**config.mk**
```make
export PLATFORM = sky130hd
export DESIGN_NAME = mipi_capture_ctrl
export DESIGN_NICKNAME = d
export VERILOG_FILES = /design/src/rtl/mipi_capture_pkg.sv /design/src/rtl/mipi_capture_fifo.sv /design/src/rtl/mipi_capture_ctrl.sv
export SDC_FILE = /design/constraint.sdc
export NUM_CORES = 1
export LEC_CHECK = 0
export CAP_MARGIN = 20
export CELL_PAD_IN_SITES_DETAIL_PLACEMENT = 1
export CELL_PAD_IN_SITES_GLOBAL_PLACEMENT = 1
export CORE_MARGIN = 5
export CORE_UTILIZATION = 25
export CTS_CLUSTER_DIAMETER = 50
export DETAILED_ROUTE_END_ITERATION = 8
export GPL_TIMING_DRIVEN = 0
export PLACE_DENSITY = 0.49
export SLEW_MARGIN = 20
export SYNTH_ARGS = -nofsm -noshare
export SYNTH_HDL_FRONTEND = slang
export SYNTH_SLANG_ARGS = --single-unit
```
**constraint.sdc**
```tcl
create_clock -name iCLK -period 12.8 [get_ports iCLK]
set_clock_uncertainty 0.1 [all_clocks]
set_input_delay 1.28 -clock iCLK [delete_from_list [all_inputs] [get_ports iCLK]]
set_output_delay 1.28 -clock iCLK [all_outputs]
set_load 0.005 [all_outputs]
```
**src/rtl/mipi_capture_pkg.sv**
```systemverilog
// ============================================================================
// Module  : mipi_capture_pkg
// Brief   : Shared state encoding, default geometry and RGB888->RGB565
//           conversion for the MIPI capture sequencer.
// Rev     : 1.0  initial release
// ============================================================================
`default_nettype none

package mipi_capture_pkg;

  // Default frame geometry and bus sizing
  localparam int c_DEF_WIDTH   = 640;
  localparam int c_DEF_HEIGHT  = 480;
  localparam int c_DEF_ADDR_W  = 32;
  localparam int c_DEF_FIFO_AW = 4;

  // Width of the X/Y position counters and crop window fields
  localparam int c_XY_W = 11;

  // Sequencer state encoding
  typedef logic [1:0] captureState_t;
  localparam captureState_t c_ST_IDLE    = 2'd0;
  localparam captureState_t c_ST_ARMED   = 2'd1;
  localparam captureState_t c_ST_CAPTURE = 2'd2;
  localparam captureState_t c_ST_DRAIN   = 2'd3;

  // Truncating RGB888 {R,G,B} to RGB565 conversion
  function automatic logic [15:0] rgb888To565(input logic [23:0] pix);
    return {pix[23:19], pix[15:10], pix[7:3]};
  endfunction

endpackage

`default_nettype wire

```
**src/rtl/mipi_capture_fifo.sv**
```systemverilog
// ============================================================================
// Module  : mipi_capture_fifo
// Brief   : Synchronous show-ahead FIFO. Writes while full and reads while
//           empty are ignored; the head word is visible on oRdData whenever
//           oEmpty is low. Reset flushes the contents.
// Rev     : 1.0  initial release
// ============================================================================
`default_nettype none

module mipi_capture_fifo #(
  parameter int pDATA_W = 48,
  parameter int pAW     = 4
) (
  input  logic               iCLK,
  input  logic               iRESETn,
  input  logic               iWrEn,
  input  logic [pDATA_W-1:0] iWrData,
  input  logic               iRdEn,
  output logic [pDATA_W-1:0] oRdData,
  output logic               oFull,
  output logic               oEmpty
);

  localparam int c_DEPTH = 1 << pAW;
  localparam logic [pAW:0] c_FULL_CNT = (pAW+1)'(c_DEPTH);

  logic [pDATA_W-1:0] r_mem [c_DEPTH];
  logic [pAW-1:0]     r_wrPtr;
  logic [pAW-1:0]     r_rdPtr;
  logic [pAW:0]       r_count;
  logic               w_wr;
  logic               w_rd;

  assign w_wr   = iWrEn && !oFull;
  assign w_rd   = iRdEn && !oEmpty;
  assign oFull  = (r_count == c_FULL_CNT);
  assign oEmpty = (r_count == '0);
  assign oRdData = r_mem[r_rdPtr];

  // Storage array; no reset needed since pointers define validity
  always_ff @(posedge iCLK) begin
    if (w_wr) r_mem[r_wrPtr] <= iWrData;
  end

  // Pointer and occupancy tracking
  always_ff @(posedge iCLK or negedge iRESETn) begin
    if (!iRESETn) begin
      r_wrPtr <= '0;
      r_rdPtr <= '0;
      r_count <= '0;
    end else begin
      if (w_wr) r_wrPtr <= r_wrPtr + 1'b1;
      if (w_rd) r_rdPtr <= r_rdPtr + 1'b1;
      case ({w_wr, w_rd})
        2'b10:   r_count <= r_count + 1'b1;
        2'b01:   r_count <= r_count - 1'b1;
        default: r_count <= r_count;
      endcase
    end
  end

endmodule

`default_nettype wire

```
**src/rtl/mipi_capture_ctrl.sv**
```systemverilog
// ============================================================================
// Module  : mipi_capture_ctrl
// Brief   : Capture sequencer from the MIPI RGB888 pixel stream to an
//           Avalon-MM frame-buffer write port. Arms on iSTART, aligns to the
//           receiver frame-start strobe, tracks X/Y, converts to RGB565,
//           buffers through a FIFO and writes linear byte addresses.
//           Optional crop window enabled by defining MIPI_CAPTURE_CROP_EN.
// Rev     : 1.0  initial release
// ============================================================================
`default_nettype none

module mipi_capture_ctrl
  import mipi_capture_pkg::*;
#(
  parameter int pWIDTH   = c_DEF_WIDTH,
  parameter int pHEIGHT  = c_DEF_HEIGHT,
  parameter int pADDR_W  = c_DEF_ADDR_W,
  parameter int pFIFO_AW = c_DEF_FIFO_AW
) (
  input  logic               iCLK,
  input  logic               iRESETn,
  input  logic [23:0]        iMIPI_DATA,
  input  logic               iMIPI_START,
  input  logic               iMIPI_DATAVALID,
  input  logic [pADDR_W-1:0] iBASE,
  input  logic               iSTART,
  input  logic               iSTOP,
  input  logic               iCONTINUOUS,
  input  logic [10:0]        iCROP_X,
  input  logic [10:0]        iCROP_Y,
  input  logic [10:0]        iCROP_W,
  input  logic [10:0]        iCROP_H,
  output logic [pADDR_W-1:0] oFB_ADDRESS,
  output logic               oFB_WRITE,
  output logic [15:0]        oFB_WRITEDATA,
  input  logic               iFB_WAITREQUEST,
  output logic               oBUSY,
  output logic               oFRAME_DONE,
  output logic               oOVERFLOW,
  output logic [15:0]        oFRAME_COUNT
);

  localparam int c_FIFO_W = 16 + pADDR_W;
  localparam logic [c_XY_W-1:0] c_LAST_X = c_XY_W'(pWIDTH - 1);
  localparam logic [c_XY_W-1:0] c_LAST_Y = c_XY_W'(pHEIGHT - 1);

  captureState_t       r_state;
  captureState_t       w_stateNext;
  logic [pADDR_W-1:0]  r_base;
  logic [pADDR_W-1:0]  r_ptr;
  logic [c_XY_W-1:0]   r_x;
  logic [c_XY_W-1:0]   r_y;
  logic                r_abort;
  logic                r_overflow;
  logic [15:0]         r_frameCount;
  logic                r_fbWrite;
  logic [pADDR_W-1:0]  r_fbAddr;
  logic [15:0]         r_fbData;

  logic                w_startAcc;
  logic                w_frameStart;
  logic                w_pixValid;
  logic                w_lastX;
  logic                w_lastY;
  logic                w_lastPix;
  logic                w_inWin;
  logic                w_push;
  logic                w_pop;
  logic                w_drainIdle;
  logic                w_busy;
  logic                w_frameDone;
  logic                w_fifoFull;
  logic                w_fifoEmpty;
  logic [c_FIFO_W-1:0] w_fifoWrData;
  logic [c_FIFO_W-1:0] w_fifoRdData;

  // Command and stream qualifiers. A pixel coinciding with the frame-start
  // strobe is never counted; iSTOP wins over a same-cycle pixel.
  assign w_startAcc   = (r_state == c_ST_IDLE) && iSTART;
  assign w_frameStart = iMIPI_START &&
                        ((r_state == c_ST_ARMED) || (r_state == c_ST_CAPTURE));
  assign w_pixValid   = (r_state == c_ST_CAPTURE) && iMIPI_DATAVALID &&
                        !iMIPI_START && !iSTOP;
  assign w_lastX      = (r_x == c_LAST_X);
  assign w_lastY      = (r_y == c_LAST_Y);
  assign w_lastPix    = w_pixValid && w_lastX && w_lastY;
  assign w_push       = w_pixValid && w_inWin;
  assign w_pop        = !w_fifoEmpty && (!r_fbWrite || !iFB_WAITREQUEST);
  assign w_drainIdle  = w_fifoEmpty && !r_fbWrite;

`ifdef MIPI_CAPTURE_CROP_EN
  logic [c_XY_W-1:0] r_cropX;
  logic [c_XY_W-1:0] r_cropY;
  logic [c_XY_W-1:0] r_cropW;
  logic [c_XY_W-1:0] r_cropH;
  logic [c_XY_W:0]   w_cropXEnd;
  logic [c_XY_W:0]   w_cropYEnd;

  // Crop window is frozen for the whole armed session
  always_ff @(posedge iCLK or negedge iRESETn) begin
    if (!iRESETn) begin
      r_cropX <= '0;
      r_cropY <= '0;
      r_cropW <= '0;
      r_cropH <= '0;
    end else if (w_startAcc) begin
      r_cropX <= iCROP_X;
      r_cropY <= iCROP_Y;
      r_cropW <= iCROP_W;
      r_cropH <= iCROP_H;
    end
  end

  // End bounds carry one extra bit so a window reaching the edge never wraps
  assign w_cropXEnd = {1'b0, r_cropX} + {1'b0, r_cropW};
  assign w_cropYEnd = {1'b0, r_cropY} + {1'b0, r_cropH};
  assign w_inWin    = (r_x >= r_cropX) && ({1'b0, r_x} < w_cropXEnd) &&
                      (r_y >= r_cropY) && ({1'b0, r_y} < w_cropYEnd);
`else
  // Without cropping every pixel of the frame is stored
  wire w_unusedCrop = ^{iCROP_X, iCROP_Y, iCROP_W, iCROP_H};
  assign w_inWin = 1'b1;
`endif

  // FSM state register
  always_ff @(posedge iCLK or negedge iRESETn) begin
    if (!iRESETn) r_state <= c_ST_IDLE;
    else          r_state <= w_stateNext;
  end

  // FSM next-state logic
  always_comb begin
    w_stateNext = r_state;
    case (r_state)
      c_ST_IDLE: begin
        if (iSTART) w_stateNext = c_ST_ARMED;
      end
      c_ST_ARMED: begin
        if (iSTOP)            w_stateNext = c_ST_IDLE;
        else if (iMIPI_START) w_stateNext = c_ST_CAPTURE;
      end
      c_ST_CAPTURE: begin
        if (iSTOP)            w_stateNext = c_ST_DRAIN;
        else if (iMIPI_START) w_stateNext = c_ST_CAPTURE;
        else if (w_lastPix)   w_stateNext = c_ST_DRAIN;
      end
      c_ST_DRAIN: begin
        if (w_drainIdle)
          w_stateNext = (iCONTINUOUS && !r_abort) ? c_ST_ARMED : c_ST_IDLE;
      end
      default: w_stateNext = c_ST_IDLE;
    endcase
  end

  // FSM outputs: busy flag and completion pulse in the cycle after the last write
  always_comb begin
    w_busy      = 1'b0;
    w_frameDone = 1'b0;
    case (r_state)
      c_ST_IDLE:  w_busy = 1'b0;
      c_ST_DRAIN: begin
        w_busy      = 1'b1;
        w_frameDone = w_drainIdle && !r_abort;
      end
      default:    w_busy = 1'b1;
    endcase
  end

  // Session registers: base latch, abort flag, sticky overflow, frame counter
  always_ff @(posedge iCLK or negedge iRESETn) begin
    if (!iRESETn) begin
      r_base       <= '0;
      r_abort      <= 1'b0;
      r_overflow   <= 1'b0;
      r_frameCount <= '0;
    end else begin
      if (w_startAcc) r_base <= iBASE;

      if (w_startAcc)
        r_abort <= 1'b0;
      else if ((r_state == c_ST_CAPTURE) && iSTOP)
        r_abort <= 1'b1;
      else if ((r_state == c_ST_DRAIN) && w_drainIdle)
        r_abort <= 1'b0;

      if (w_startAcc)
        r_overflow <= 1'b0;
      else if (w_push && w_fifoFull)
        r_overflow <= 1'b1;

      if (w_frameDone) r_frameCount <= r_frameCount + 16'd1;
    end
  end

  // Position and write-pointer tracking; the pointer advances for every
  // in-window pixel so a dropped pixel leaves a hole, not a shift
  always_ff @(posedge iCLK or negedge iRESETn) begin
    if (!iRESETn) begin
      r_ptr <= '0;
      r_x   <= '0;
      r_y   <= '0;
    end else if (w_startAcc) begin
      r_ptr <= iBASE;
      r_x   <= '0;
      r_y   <= '0;
    end else if (w_frameStart) begin
      r_ptr <= r_base;
      r_x   <= '0;
      r_y   <= '0;
    end else if (w_pixValid) begin
      if (w_inWin) r_ptr <= r_ptr + pADDR_W'(2);
      if (w_lastX) begin
        r_x <= '0;
        r_y <= r_y + 1'b1;
      end else begin
        r_x <= r_x + 1'b1;
      end
    end
  end

  assign w_fifoWrData = {r_ptr, rgb888To565(iMIPI_DATA)};

  mipi_capture_fifo #(
    .pDATA_W (c_FIFO_W),
    .pAW     (pFIFO_AW)
  ) u_fifo (
    .iCLK    (iCLK),
    .iRESETn (iRESETn),
    .iWrEn   (w_push),
    .iWrData (w_fifoWrData),
    .iRdEn   (w_pop),
    .oRdData (w_fifoRdData),
    .oFull   (w_fifoFull),
    .oEmpty  (w_fifoEmpty)
  );

  // Avalon write stage: holds address/data steady under waitrequest and
  // reloads from the FIFO head in the same cycle a transfer completes
  always_ff @(posedge iCLK or negedge iRESETn) begin
    if (!iRESETn) begin
      r_fbWrite <= 1'b0;
      r_fbAddr  <= '0;
      r_fbData  <= '0;
    end else if (w_pop) begin
      r_fbWrite <= 1'b1;
      r_fbAddr  <= w_fifoRdData[c_FIFO_W-1:16];
      r_fbData  <= w_fifoRdData[15:0];
    end else if (r_fbWrite && !iFB_WAITREQUEST) begin
      r_fbWrite <= 1'b0;
    end
  end

  assign oFB_ADDRESS   = r_fbAddr;
  assign oFB_WRITE     = r_fbWrite;
  assign oFB_WRITEDATA = r_fbData;
  assign oBUSY         = w_busy;
  assign oFRAME_DONE   = w_frameDone;
  assign oOVERFLOW     = r_overflow;
  assign oFRAME_COUNT  = r_frameCount;

endmodule

`default_nettype wire

```
After elaboration in Yosys (flattened, before gate mapping)

Memories as Yosys holds them, arrays and structs flattened. A register that Yosys moved wholly into a read port is not among the register bits.
Cells that the tools add are included.

Memory bits (writable): 768
Register bits: 120
Input bits: 108
Output and inout bits: 68
Logic and storage cells: 102
Memories kept: 1

Memory list:

| memory       | words | width | rd ports | clocked after memory_dff | write ports | RTL line                | RTL |
|---|---|---|---|---|---|---|---|
| u_fifo.r_mem | 16    | 48    | 1        | 1                        | 1           | mipi_capture_fifo.sv:27 | `logic [pDATA_W-1:0] r_mem [c_DEPTH];` |

Eq/ne operators: 12
Muxes and demuxes: 32
Reduce and logical (&&, ||, !) cells: 37
Add/subtract/negate cells: 8

Operator list:

| operator                                                                 | number |
|---|---|
| 32-bit two-way mux                                                       | 3 |
| 11-bit two-way mux                                                       | 8 |
| 32-bit by 2-bit adder with 32-bit output (second input constant)         | 1 |
| 11-bit by 1-bit adder with 11-bit output (second input constant)         | 2 |
| 1-bit logical AND                                                        | 17 |
| 16-bit by 1-bit adder with 16-bit output (second input constant)         | 1 |
| 2-bit two-way mux                                                        | 7 |
| 1-bit two-way mux                                                        | 12 |
| 11-bit by 10-bit equality test with 1-bit output (second input constant) | 1 |
| 11-bit by 9-bit equality test with 1-bit output (second input constant)  | 1 |
| 5-bit case mux with 2 select lines                                       | 1 |
| 3-bit nonzero test                                                       | 3 |
| 4-bit by 1-bit adder with 4-bit output (second input constant)           | 2 |
| 1-bit zero test                                                          | 8 |
| 2-bit case mux with 4 select lines                                       | 1 |
| 2-bit equality test (second input constant)                              | 3 |
| 2-bit nonzero test                                                       | 3 |
| 5-bit by 1-bit adder with 5-bit output (second input constant)           | 1 |
| 5-bit equality test (second input constant)                              | 1 |
| 5-bit zero test                                                          | 1 |
| 5-bit by 1-bit subtractor with 5-bit output (second input constant)      | 1 |
| 2-bit by 1-bit equality test with 1-bit output (second input constant)   | 2 |
| 2-bit != test (second input constant)                                    | 2 |
| 4-bit != test (second input constant)                                    | 1 |
| other kinds (5)                                                          | 6 |

Depth between registers and ports, before layout

Gate-level depths: netlist of run 1.

Depth after elaboration: 10
Gate-level depth with buffers: 15
Depth with buffers taken out: 13

By module

A second synthesis of run 1 with hierarchy kept.

Cell total of the unflattened synthesis: 2261
Area total of the unflattened synthesis: 37738.7 um^2

By module, submodules not included:

| module            | cells an instance | instances | area an instance (um^2) |
|---|---|---|---|
| mipi_capture_fifo | 1519              | 1         | 30357.9 |
| mipi_capture_ctrl | 742               | 1         | 7380.8 |

Least setup slack after synthesis of run 1

No wires, ideal clock.

Path kind: input-to-reg
From: input iSTOP
To: memory u_fifo.r_mem[3][0] (enable)
Cell stages on the path: 6
Data arrival time: 5.725 ns
Slack: 6.462 ns
Path buffers: 2
Path through: nand4bb_1 buf_2 clkbuf_1 a21oi_1 nand2_1 nor3_1

Word-level cells in the longest chain between the ends: 5

RTL lines:

| what                                    | RTL line                | RTL |
|---|---|---|
| from (decl)                             | mipi_capture_ctrl.sv:27 | `input logic iSTOP,` |
| 1-bit zero test                         | mipi_capture_ctrl.sv:83 | `!iMIPI_START && !iSTOP;` |
| 1-bit logical AND                       | mipi_capture_ctrl.sv:83 |  |
| 1-bit logical AND                       | mipi_capture_fifo.sv:34 | `assign w_wr = iWrEn && !oFull;` |
| 1-bit two-way mux                       | mipi_capture_fifo.sv:42 | `if (w_wr) r_mem[r_wrPtr] <= iWrData;` |
| 1-bit two-way mux (implied by the code) | mipi_capture_fifo.sv:42 |  |
| to (decl)                               | mipi_capture_fifo.sv:27 |  |

Every way passes these cells.

Worst setup path after layout of run 1

From: input iMIPI_START
To: memory u_fifo.r_mem[1][7] (enable)

Word-level cells in the longest chain between the ends: 6

RTL lines:

| what                                    | RTL line                | RTL |
|---|---|---|
| from (decl)                             | mipi_capture_ctrl.sv:23 | `input logic iMIPI_START,` |
| 1-bit zero test                         | mipi_capture_ctrl.sv:83 |  |
| 1-bit logical AND                       | mipi_capture_ctrl.sv:82 | `assign w_pixValid = (r_state == c_ST_CAPTURE) && iMIPI_DATAVALID &&` |
| 1-bit logical AND                       | mipi_capture_ctrl.sv:83 |  |
| 1-bit logical AND                       | mipi_capture_fifo.sv:34 |  |
| 1-bit two-way mux                       | mipi_capture_fifo.sv:42 |  |
| 1-bit two-way mux (implied by the code) | mipi_capture_fifo.sv:42 |  |

Every way passes these cells.

==> results of run 1 <==
[metal layers]
metal | share of wire, % | vias to the layer above | track usage [%] | routed length [um]
li1 | - | 9069 | - | -
met1 | 45 | 10960 | 18.21 | 48540
met2 | 48 | 458 | 22.56 | 51560
met3 | 4.6 | 149 | 2.812 | 4909
met4 | 2.3 | 0 | 3.469 | 2511
met5 | 0 | - | 0 | 0
[final timing paths]
path                                   start            endpoint  depth (start not counted)
setup / recovery                 iMIPI_START  u_fifo.r_mem[1][7]                         11
hold / removal                     r_base[0]           r_base[0]                          2
setup reg to reg           u_fifo.r_count[1]   u_fifo.r_count[4]                         13
hold reg to reg                    r_base[0]           r_base[0]                          2
max in group asynchronous            iRESETn     oFB_ADDRESS[28]                          2
min in group asynchronous            iRESETn     oFRAME_COUNT[8]                          1
[critical path, cell delays in order]
cell and delay [ps]:
sky130_fd_sc_hd__clkdlybuf4s50_1 540, sky130_fd_sc_hd__nand4bb_1 220, sky130_fd_sc_hd__buf_2 200, sky130_fd_sc_hd__clkbuf_1 370, sky130_fd_sc_hd__a21oi_1 810, sky130_fd_sc_hd__nand2_1 440, sky130_fd_sc_hd__nor3_2 610, sky130_fd_sc_hd__buf_4 320
sky130_fd_sc_hd__buf_4 210, sky130_fd_sc_hd__buf_6 150, sky130_fd_sc_hd__buf_4 190
[flip-flops by register name (all words and copies together) (netlist names), 4 cells and up, named ones only]
| register | count |
|---|---|
| r_ptr | 32 |
| r_y | 11 |
| oFB_WRITEDATA | 16 |
| oFRAME_COUNT | 16 |
| oFB_ADDRESS | 32 |
| u_fifo.r_mem | 768 |
| r_x | 11 |
| u_fifo.r_count | 5 |
| r_base | 32 |
| u_fifo.r_wrPtr | 4 |
| u_fifo.r_rdPtr | 4 |
[per-stage QoR]
step	power (mW)	util [%]	worst slack (ps)	cell area (um2)	cells
after floorplan	5.634	-	6462	37070	2122
after global placement	6.763	27.57	229.2	40720	4175
after detailed placement	6.874	28.47	6965	42040	4248
after CTS	10.26	31.17	7750	46020	4466
after global routing	10.60	31.18	7513	46040	4467
final	10.09	31.18	7723	46040	4468
[kinds of logic after synthesis]
family,Yosys count
DFF,936
and+or+nand+nor,367
muxes,360
AOI/OAI and AO/OA,257
buffers and inverters,127
adders and majority gates,19
xor gates and xnor gates,56
[synthesized netlist by cell type (all sizes together), types with 3 or more instances]
library cell  count
nand4            12
or2               4
o21ai            87
and3             11
nand2           180
buf              57
mux2i           200
o22ai            72
a311oi            4
or3               3
nor4             10
o211ai            9
o221ai           19
a21oi            17
mux4            126
mux2             34
xnor2            37
nand3            37
a22oi             4
ha               18
nand2b            5
o31ai             4
inv              13
clkbuf           57
a31oi            13
and4              5
a21boi            3
nor2             63
and2              8
edfxtp          768
nor3             15
dfrtp           168
or4               4
xor2             19
a2111oi           3
[layout make-up]
cell class                      count  area, um2
Multi-Input combinational cell   1059       9405
Fill cell                       15080     101600
Sequential cell                   936      27270
Inverter                           13      48.80
Tap cell                         1930       2415
Antenna cell                        1      2.502
Buffer                            114      473.0
Clock inverter                     69      858.3
Timing Repair Buffer              197       2444
Clock buffer                      149       3126
[report_power, final]
group          total [mW]  switching (mW)  internal (mW)
combinational        2.61            1.48           1.13
clock                3.35            1.31           2.04
sequential           4.13           0.411           3.72
total                10.1            3.21           6.88
==> flow_summary.json, run 1 <==
{
  "power_density_nw_per_um2": 219.1,
  "cp-end-kind": "register",
  "cp.required_ps": 13110,
  "reg2reg_slack_ps": 7810,
  "final_common_cell": "sky130_fd_sc_hd__edfxtp_1",
  "gr-total-overflow": 0,
  "cts_sinks": 936,
  "min_tclk_post_route_ps": 5077,
  "tns_ps": 0,
  "number_of_detailed_routing_iterations_run_before_antenna_repair": 7,
  "async_set_or_reset_register_ratio_after_synthesis_pct": 17.95,
  "num-nets-final": 2563,
  "synth_area_leader_cell": "sky130_fd_sc_hd__edfxtp_1",
  "drive_gt1_share_pct": 18.92,
  "die_h_um": 395.1,
  "compound_gate_fraction_of_synth_area_pct": 4.445,
  "core_area_um2": 147700,
  "critical_path_arrival_ps": 5380,
  "viasPerCell": 4.618,
  "min_path_type": "register to register",
  "synth_seq_area_share_pct": 73.55,
  "first_drt_iteration_drcs": 1300,
  "ctsHtreeMaxLevel": 3,
  "clk_latency_ps": 720,
  "cp-start-kind": "input pin",
  "fp.dieArea_um2": 156100,
  "synthFlopType": "sky130_fd_sc_hd__edfxtp_1",
  "synth.cell_area_um2": 37070,
  "clockRootBuffer": "sky130_fd_sc_hd__clkbuf_16",
  "antenna_found_initial": 4,
  "io-pin-count": 176,
  "die_width_um": 395.1,
  "synth_warnings": 0,
  "synth.mux.area_fraction_pct": 14.09,
  "worstMarginPinSlew_ps": 1082,
  "first_global_vias": 22570,
  "max-vdd-ir-drop_uv": 97.88,
  "area_share_of_xor_xnor_cells_in_the_synthesized_design_pct": 1.323,
  "largest_buffer_count_on_any_clock_path": 3,
  "hold_viol_final": 0,
  "whs_ps": 372.5,
  "first_pass_grt_wire_length_um": 156600,
  "route.detailed.drc": 0,
  "synthesis.area_per_instance_um2": 17.47,
  "post_synth_and_or_nand_nor_area_fraction_pct": 4.539,
  "maxCapViolCount": 0,
  "floorplan.rows": 141,
  "synth_top_family_by_area": "multiplexers",
  "antenna_violating_nets_post_route": 0,
  "tritoncts_buffers": 115,
  "synth_fa_ha_area_share_pct": 0.6615,
  "area_added_between_synthesis_and_finish_pct": 24.19,
  "synth-edff-count": 768,
  "place.port_buffers": 123,
  "yosys.area.top_type_share_pct": 62.21,
  "floorplan.initialDensity_pct": 25.11,
  "max_freq_ghz": 0.1970,
  "num_vias": 20630,
  "slew-limit-headroom_pct": 27.84,
  "netlist-cell-type-count": 66,
  "ys_seq_elements": 936,
  "timing.setup.critical_path_class": "input pin to register",
  "post_cts_hold_buffer_count": 0,
  "synth_area_leaders": "sky130_fd_sc_hd__edfxtp_1, sky130_fd_sc_hd__dfrtp_1, sky130_fd_sc_hd__mux4_2, sky130_fd_sc_hd__mux2i_1, sky130_fd_sc_hd__nand2_1",
  "p_leak_nw": 15.84,
  "critical_path_peak_fanout": 10,
  "final_report_max_slew_violation_count": 0,
  "worst_setup_hold_path_clk_slew_ps": 60,
  "cts-resized-gates": 0,
  "min_period_over_period_pct": 39.66,
  "grt_start_max_net_pins": 76,
  "synth_cells": 2122,
  "drt-total-wl_um": 107500,
  "cts_setup_buffers": 0,
  "syn-num-nets": 2249,
  "rsz0062_at_grt": "no",
  "setup-violations-final": 0,
  "tritoncts": "done",
  "mostFrequentLayoutCells": "sky130_fd_sc_hd__edfxtp_1, sky130_fd_sc_hd__mux2i_1, sky130_fd_sc_hd__nand2_1",
  "hpwlAfterDp_um": 73990,
  "grtUsageTotal_pct": 13.59,
  "globalplace.congestion": 0.7651,
  "outcome": "completed",
  "drt-wirelength-per-cell_um": 24.06
}
(Power assumes the default switching activity.)
==> run 2, diff against run 1 <==
Settings changed: PLACE_DENSITY 0.49 to 0.51.
Clock period 12.8 ns to 4.5 ns, I/O delays scaled along.
==> flow_summary.json, run 2 (synthesis results as in run 1) <==
{
  "max-vdd-ir-drop_uv": 338.1,
  "rsz0062_at_grt": "no",
  "r2r-end": "u_fifo.r_count[4]",
  "die_width_um": 395.1,
  "whs_ps": 126.0,
  "critical_path_arrival_ps": 4700,
  "globalplace.congestion": 0.7667,
  "worst_path_most_repeated_cell": "sky130_fd_sc_hd__ha_1",
  "cp.required_ps": 4990,
  "max_flop_register": "u_fifo.r_mem",
  "tritoncts": "done",
  "core_area_um2": 147700,
  "largest_buffer_count_on_any_clock_path": 3,
  "max_freq_ghz": 0.2373,
  "fp.dieArea_um2": 156100,
  "floorplan.initialDensity_pct": 25.11,
  "drt-total-wl_um": 107700,
  "critical_path_peak_fanout": 10,
  "die_h_um": 395.1,
  "endpoint": "u_fifo.r_count[4]",
  "power_density_nw_per_um2": 614.1,
  "p_leak_nw": 15.68,
  "num-nets-final": 2544,
  "first_drt_iteration_drcs": 1225,
  "min_tclk_post_route_ps": 4214,
  "clk_latency_ps": 720,
  "cp-start-kind": "register",
  "critical_path.reg2reg.startpoint": "u_fifo.r_count[1]",
  "first_pass_grt_wire_length_um": 156900,
  "number_of_detailed_routing_iterations_run_before_antenna_repair": 5,
  "num_vias": 20580,
  "hpwlAfterDp_um": 73680,
  "route.detailed.drc": 0,
  "drt-wirelength-per-cell_um": 24.22,
  "crit_chain": "or4_4, o21ai_4, buf_12, clkbuf_4, inv_1, buf_2, buf_4, ha_1, ha_1, nor2b_1, o21ai_0, a21oi_1, or3b_2, xnor2_1",
  "min_path_type": "input pin to asynchronous set/reset pin",
  "gr-total-overflow": 0,
  "final_common_cell": "sky130_fd_sc_hd__edfxtp_1",
  "first_global_vias": 22540,
  "layoutNonFillerInstCount": 4446,
  "antenna_found_initial": 7,
  "drive_gt1_share_pct": 17.95,
  "mostFrequentLayoutCells": "sky130_fd_sc_hd__edfxtp_1, sky130_fd_sc_hd__mux2i_1, sky130_fd_sc_hd__nand2_1",
  "grt_start_max_net_pins": 86,
  "crit_slowest_cell": "sky130_fd_sc_hd__or4_4",
  "cp-end-kind": "register",
  "slew-limit-headroom_pct": 23.41,
  "slowest_delay_ps": 610,
  "worstMarginPinSlew_ps": 1149,
  "place_inst": 4234,
  "min_period_over_period_pct": 93.65,
  "floorplan.rows": 141,
  "grtUsageTotal_pct": 13.63,
  "maxCapViolCount": 0,
  "worstRegToRegCells": 14,
  "clockRootBuffer": "sky130_fd_sc_hd__clkbuf_16",
  "cts_sinks": 936,
  "ctsHtreeMaxLevel": 3,
  "worst_setup_hold_path_clk_slew_ps": 60,
  "final_report_max_slew_violation_count": 0,
  "place.port_buffers": 123,
  "antenna_violating_nets_post_route": 0,
  "viasPerCell": 4.629,
  "flip_flop_count_of_the_largest_register_after_layout": 768,
  "area_added_between_synthesis_and_finish_pct": 23.98,
  "outcome": "completed",
  "reg2reg_slack_ps": 290,
  "crit_start": "u_fifo.r_count[1]",
  "tritoncts_buffers": 109,
  "timing.setup.critical_path_class": "register to register",
  "setup-violations-final": 0,
  "io-pin-count": 176,
  "hold_viol_final": 0
}
-- run 2: cell count changes in the layout (fill, tap and decap cells not counted), moves of 5 or more --
cell	delta
sky130_fd_sc_hd__bufinv_16	-5
sky130_fd_sc_hd__clkinv_2	-7
sky130_fd_sc_hd__buf_12	-6
sky130_fd_sc_hd__buf_4	-28
sky130_fd_sc_hd__inv_6	-5
sky130_fd_sc_hd__buf_8	+14
sky130_fd_sc_hd__clkinv_1	+7
sky130_fd_sc_hd__buf_16	+9
-- run 2: worst min path at each step --
stage / endpoint / startpoint / cells past startpoint / slack [ps]
final: r_base[7] / iRESETn / 2 / 130
after global placement: r_base[0] / r_base[0] / 2 / 360
after global routing: r_base[7] / iRESETn / 2 / 130
after floorplan: asynchronous set/reset pin / iRESETn / 0 / 50
after CTS: r_base[7] / iRESETn / 2 / 70
after detailed placement: oFRAME_COUNT[15] / iRESETn / 1 / 260
-- run 2: metrics by stage --
| stage | util [%] | area [um2] | setup slack (ps) | power (mW) | TNS (ps) |
|---|---|---|---|---|---|
| finish | 31.13 | 45960 | 285.7 | 28.23 | 0 |
| global route | 31.12 | 45960 | 22.58 | 29.65 | 0 |
| CTS | 31.10 | 45920 | 28.22 | 28.67 | 0 |
| detailed placement | 28.55 | 42150 | -784.1 | 19.57 | -11150 |
| global placement | 27.59 | 40740 | -5679 | 19.23 | -3791120 |
| floorplan | - | 37090 | 38.56 | 16.03 | 0 |
-- run 2: power breakdown --
part	switching [mW]	internal [mW]	leakage [nW]
Combinational	4.30	3.20	4.82
Clock	3.65	5.34	1.80
Sequential	1.16	10.6	9.06
Total	9.10	19.1	15.7
-- run 2: area by class of cell --
type / count / area (um2)
Fill cell: 15090 / 101700
Sequential cell: 936 / 27270
Multi-Input combinational cell: 1059 / 9453
Clock buffer: 146 / 3029
Timing Repair Buffer: 184 / 2551
Tap cell: 1930 / 2415
Clock inverter: 61 / 711.9
Buffer: 114 / 480.5
Inverter: 13 / 48.80
Antenna cell: 3 / 7.507
-- run 2: layer usage --
| metal | GRT usage, % | wire length, um |
|---|---|---|
| met5 | 0 | 28 |
| met1 | 18.26 | 48280 |
| met3 | 2.680 | 5000 |
| met2 | 23.15 | 52720 |
| met4 | 2.590 | 1663 |
-- run 2: timing repair --
item	4_1_cts	5_1_grt
hold endpoints to repair	164	0
hold buffers	1	0
pin swaps	0	1
setup endpoints to repair	2	118
setup buffers	0	1
gates resized for setup	4	4
-- run 2: worst max-delay path: cells and delay by family (launching register included) --
family / cells / cell delay (ps)
fa+ha+maj: 2 / 650
simple gates: 3 / 1220
xor+xnor: 1 / 140
compound gates: 3 / 570
flops: 1 / 420
buf+inv: 5 / 1020
